$ cat config.mk
export PLATFORM = sky130hd
export DESIGN_NAME = multiword_add_seq
export DESIGN_NICKNAME = d
export VERILOG_FILES = /design/src/rtl/add_pkg.sv /design/src/rtl/add_slice.sv /design/src/rtl/multiword_add_seq.sv
export SDC_FILE = /design/constraint.sdc
export NUM_CORES = 1
export LEC_CHECK = 0
export CAP_MARGIN = 25
export CORE_MARGIN = 1
export CORE_UTILIZATION = 45
export CTS_CLUSTER_SIZE = 28
export DETAILED_ROUTE_END_ITERATION = 16
export PLACE_DENSITY_LB_ADDON = 0.2
export SLEW_MARGIN = 20
export SYNTH_ARGS = -nofsm -noshare
export SYNTH_HDL_FRONTEND = slang
export SYNTH_SLANG_ARGS = --single-unit
$ cat constraint.sdc
create_clock -name clk -period 4.16 [get_ports clk]
set_clock_uncertainty 0.15 [all_clocks]
set_input_delay 0.624 -clock clk [delete_from_list [all_inputs] [get_ports clk]]
set_output_delay 0.624 -clock clk [all_outputs]
set_load 0.02 [all_outputs]
$ cat src/rtl/add_pkg.sv
// Shared definitions for the multi-word sequential adder: FSM encoding,
// default geometry, and the single-bit full-adder primitive.
package add_pkg;

   typedef enum logic [1:0] {
      IDLE = 2'd0,
      RUN  = 2'd1,
      DONE = 2'd2
   } state_t;

   localparam int unsigned K_DEF       = 8;
   localparam int unsigned N_WORDS_DEF = 4;

   // Returns {cout, sum} of one full-adder cell.
   function automatic logic [1:0] full_add(input logic x, input logic y, input logic ci);
      return {(x & y) | (ci & (x ^ y)), x ^ y ^ ci};
   endfunction

endpackage

$ cat src/rtl/add_slice.sv
// K-bit ripple-carry adder slice built from single-bit full adders,
// with carry-in and carry-out exposed for word chaining.
module add_slice
   import add_pkg::*;
#(
   parameter int unsigned K = K_DEF
) (
   input  logic [K-1:0] a,
   input  logic [K-1:0] b,
   input  logic         cin,
   output logic [K-1:0] sum,
   output logic         cout
);

   logic cy;

   always_comb begin
      cy  = cin;
      sum = '0;
      for (int unsigned i = 0; i < K; i++) begin
         {cy, sum[i]} = full_add(a[i], b[i], cy);
      end
      cout = cy;
   end

endmodule

$ cat src/rtl/multiword_add_seq.sv
// Sequential N_WORDS*K-bit adder: one shared K-bit slice processes one word
// per clock, LSW first, with the inter-word carry held in a register.
module multiword_add_seq
   import add_pkg::*;
#(
   parameter int unsigned K       = K_DEF,
   parameter int unsigned N_WORDS = N_WORDS_DEF
) (
   input  logic                   clk,
   input  logic                   rst,
   input  logic                   in_valid,
   output logic                   in_ready,
   input  logic [N_WORDS*K-1:0]   a,
   input  logic [N_WORDS*K-1:0]   b,
   output logic                   out_valid,
   input  logic                   out_ready,
   output logic [N_WORDS*K-1:0]   sum,
   output logic                   carry_out,
   output logic                   busy
);

   localparam int unsigned W  = N_WORDS * K;
   localparam int unsigned IW = (N_WORDS > 1) ? $clog2(N_WORDS) : 1;

   state_t          state, state_nxt;
   logic [IW-1:0]   idx;
   logic            carry;
   logic [W-1:0]    a_reg, b_reg;
   logic [K-1:0]    sl_a, sl_b, sl_sum;
   logic            sl_cout;
   logic            last;
   logic            accept, consume;

   add_slice #(.K(K)) u_slice (
      .a    (sl_a),
      .b    (sl_b),
      .cin  (carry),
      .sum  (sl_sum),
      .cout (sl_cout)
   );

   always_comb begin
      sl_a = a_reg[idx*K +: K];
      sl_b = b_reg[idx*K +: K];
      last = (idx == IW'(N_WORDS - 1));
   end

   always_ff @(posedge clk or posedge rst) begin
      if (rst) state <= IDLE;
      else     state <= state_nxt;
   end

   always_comb begin
      state_nxt = state;
      in_ready  = 1'b0;
      out_valid = 1'b0;
      busy      = 1'b0;
      accept    = 1'b0;
      consume   = 1'b0;
      case (state)
         IDLE: begin
            in_ready = 1'b1;
            accept   = in_valid;
            if (in_valid) state_nxt = RUN;
         end
         RUN: begin
            busy = 1'b1;
            if (last) state_nxt = DONE;
         end
         DONE: begin
            busy      = 1'b1;
            out_valid = 1'b1;
            consume   = out_ready;
            if (out_ready) state_nxt = IDLE;
         end
         default: state_nxt = IDLE;
      endcase
   end

   // idx is cleared on the last word so it never exceeds N_WORDS-1 for
   // non-power-of-two word counts.
   always_ff @(posedge clk or posedge rst) begin
      if (rst) begin
         idx       <= '0;
         carry     <= 1'b0;
         a_reg     <= '0;
         b_reg     <= '0;
         sum       <= '0;
         carry_out <= 1'b0;
      end else begin
         if (accept) begin
            a_reg <= a;
            b_reg <= b;
            idx   <= '0;
            carry <= 1'b0;
         end
         if (state == RUN) begin
            sum[idx*K +: K] <= sl_sum;
            carry           <= sl_cout;
            if (last) begin
               idx       <= '0;
               carry_out <= sl_cout;
            end else begin
               idx <= idx + IW'(1);
            end
         end
      end
   end

endmodule

==> key figures <==
Global route
  – GR Overflow Total: 0
  – Global-route wire length before repair: ~15,000 um
  – Largest net degree at the start of global routing: 75
  – Initial antenna violation count: 0
  – Vias in the first global route: slightly below 3,000
  – Global Route Usage Sum: 19.9%

Placement
  – # port buffers: slightly above 100
  – Area post-placement: about 0.0057 mm^2
  – Dpl hpwl: 7180 um
  – Pre-CTS setup slack: -0.0926 ns
  – GP Congestion: approximately 0.73
  – Dpl cells: roughly 530

STA
  – Slew Viols, Final: 0
  – Worst slew pin tran: approximately 0.9 ns
  – Crit path time final: 4.14 ns
  – Setup_tns: 0 ns
  – Slew headroom: 40.0%
  – Count of final setup violators: 0
  – WHS: approximately 0.35 ns
  – Final WS setup: between 0.02 and 0.025 ns
  – Final hold vios: 0
  – Maximum clock rate: 242 MHz
  – RSZ-0062 raised after global routing: yes
  – Final Cycle Share: between 90% and 100%

Power
  – Leakage: roughly 2.5 nW
  – Pwr/cell area: slightly above 800 mW/mm^2
  – Tot Pwr: 4.89 mW
  – VDD IR max: around 0.38 mV

Setup path
  – Worst setup EP type: flip-flop
  – Req. time, crit path: 4.32 ns
  – R2r setup slk: 0.02 ns
  – CP Launch Type: flip-flop
  – CP cell instances: mux4_2 -> inv_2 -> fa_1 -> inv_1 -> fa_2 -> fa_2 -> inv_2 -> fa_1 -> inv_1 -> fa_2 -> fa_2 -> fa_2 -> fa_2 -> a22o_1
  – Worst R2R Start: idx[0]
  – R2R depth: 14
  – Reg2reg end: sum[7]
  – Crit path DAT: 4.29 ns
  – Slowest stage delay, CP: approximately 0.57 ns
  – CP max FO: 4
  – CP max-delay cell: fa_2
  – Most used cell, CP: fa_2
  – Crit Path Category: reg2reg

Synth
  – Synth top area share: between 50% and 60%
  – Synth top cells by count: dfrtp_1 (102), mux2_2 (67), a22o_1 (24)
  – Unique cell type count in the Yosys netlist: 23
  – Post-synth EDFFs: 0
  – Largest area contributor in the netlist: dfrtp_1
  – Mapped Avg Cell Area: ~15 um^2
  – Yosys reg bits: approximately 100
  – Post-synth ARST share: between 90% and 100%
  – Cell count after synthesis: just under 300
  – Ranking of synthesized cells by area: dfrtp_1 (56%), mux2_2 (17%), mux4_2 (7.9%), a22o_1 (4.6%), fa_1 (3.5%)
  – Post-synth net total: between 300 and 400
  – Post-synthesis sequential area ratio: approximately 56%
  – Most common cell in the netlist: dfrtp_1
  – Ys flop type: dfrtp_1
  – Synthesized area: between 0.004 and 0.005 mm^2
  – Yosys warns: 0

Clock network
  – CTS Hold Bufs: 0
  – Clock Path Buffers: 2
  – Root buf cell: clkbuf_8
  – Clk Latency, worst-skew pair: 0.36 ns
  – Worst-path clk slew: ~0.10 ns
  – CTS tree: built
  – Clk sink count: between 100 and 150
  – CTS H-Tree Depth: 3
  – CTS Buf Count: 9

Floorplan
  – Core area: a little under 0.01 mm^2
  – # rows: 36
  – Num ports: about 100
  – Die area: 0.0105 mm^2
  – Die width: ~100 um
  – Initial Utilization: 46.4%
  – Die Y: around 100 um

Layout
  – Final core occ: 60.7%
  – Ant diodes: 0
  – Fin nets: between 400 and 500
  – Share of post-route cells with drive strength above 1: 30.0%
  – Area delta synth->final: 30.7%
  – Non-filler cells, final: approximately 540
  – Final design area excluding fillers: a little under 0.006 mm^2

Routing
  – Vias: about 2,800
  – Avg WL per Cell: roughly 17 um
  – Final wirelength: ~9500 um
  – DRC Markers: 0
  – Vias per cell: between 5 and 6
  – Drt first pass iters: 4
  – Antenna Nets Post-Route: 0
  – DRT iter0 DRCs: 86

Min path
  – Worst Hold Path EP: sum[19]
  – WHS Path Cells: 2
  – Hold crit path type: reg2reg
  – Min-delay src: sum[19]

Run
  – Max cap viols: 0

Run status
  – Status: completed
[worst max-delay path by stage]
stage | start | end | slack [ns] | cells after the start
floorplan | idx[0] | sum[15] | -0.14 | 15
global placement | idx[0] | sum[15] | -0.03 | 12
detailed placement | idx[0] | sum[7] | -0.09 | 12
CTS | idx[0] | sum[7] | 0.001 | 14
global route | idx[0] | sum[7] | -0.08 | 14
finish | idx[0] | sum[7] | 0.02 | 14
[what timing repair did]
item | in CTS | in global routing
buffers inserted | 0 | 0
gates cloned | 0 | 0
pin swaps | 3 | 0
gates resized for setup | 1 | 1
endpoints found under the setup margin | 5 | 6
[layout make-up]
type	count	area (um^2)
clock buffers	9	124
repair buffers	111	1090
clock inverters	7	62.6
inverters	16	62.6
well taps	133	166
fillers	773	3840
multi-input cells	165	1870
flip-flops and latches	102	2550
[kinds of logic after synthesis]
logic type / synth area share (%)
AOI/OAI and AO/OA: 6.26
buffers and inverters: 3.01
muxes: 24.6
adders and majority gates: 6.01
DFF: 56.3
and+or+nand+nor: 3.89
[worst max-delay path, delay by kind of cell (launching register included)]
family	cells	cell delay, ns
compound gates	1	0.13
fa+ha+maj	8	2.62
buf+inv	4	0.25
flops	1	0.43
mux	1	0.52
[metal layers]
metal / share of wire, % / routed length [um] / global-route usage (%)
met1: 46 / 4350 / 27.3
met2: 48 / 4530 / 31.5
met3: 4.3 / 406 / 3.69
met4: 2.0 / 187 / 7.91
met5: 0 / 0 / 0
[layout by cell type, fill, tap and decap left out, types with 2 or more instances in the layout]
cell,count
a22o_1,24
and4_1,2
buf_4,7
clkbuf_8,9
clkdlybuf4s50_1,103
dfrtp_1,101
fa_1,2
fa_2,6
ha_1,9
inv_1,13
inv_2,2
inv_6,3
inv_8,2
mux2_2,67
mux4_2,16
nand2_1,18
nand4_1,2
o21ai_0,7
o21ai_2,2
[power breakdown]
group          switching [mW]  internal (mW)  leakage, nW
clock                   0.364          0.233       0.0984
sequential              0.245           1.44         1.27
combinational            1.28           1.34         1.16
total                    1.88           3.01         2.53
(Power assumes the default switching activity.)
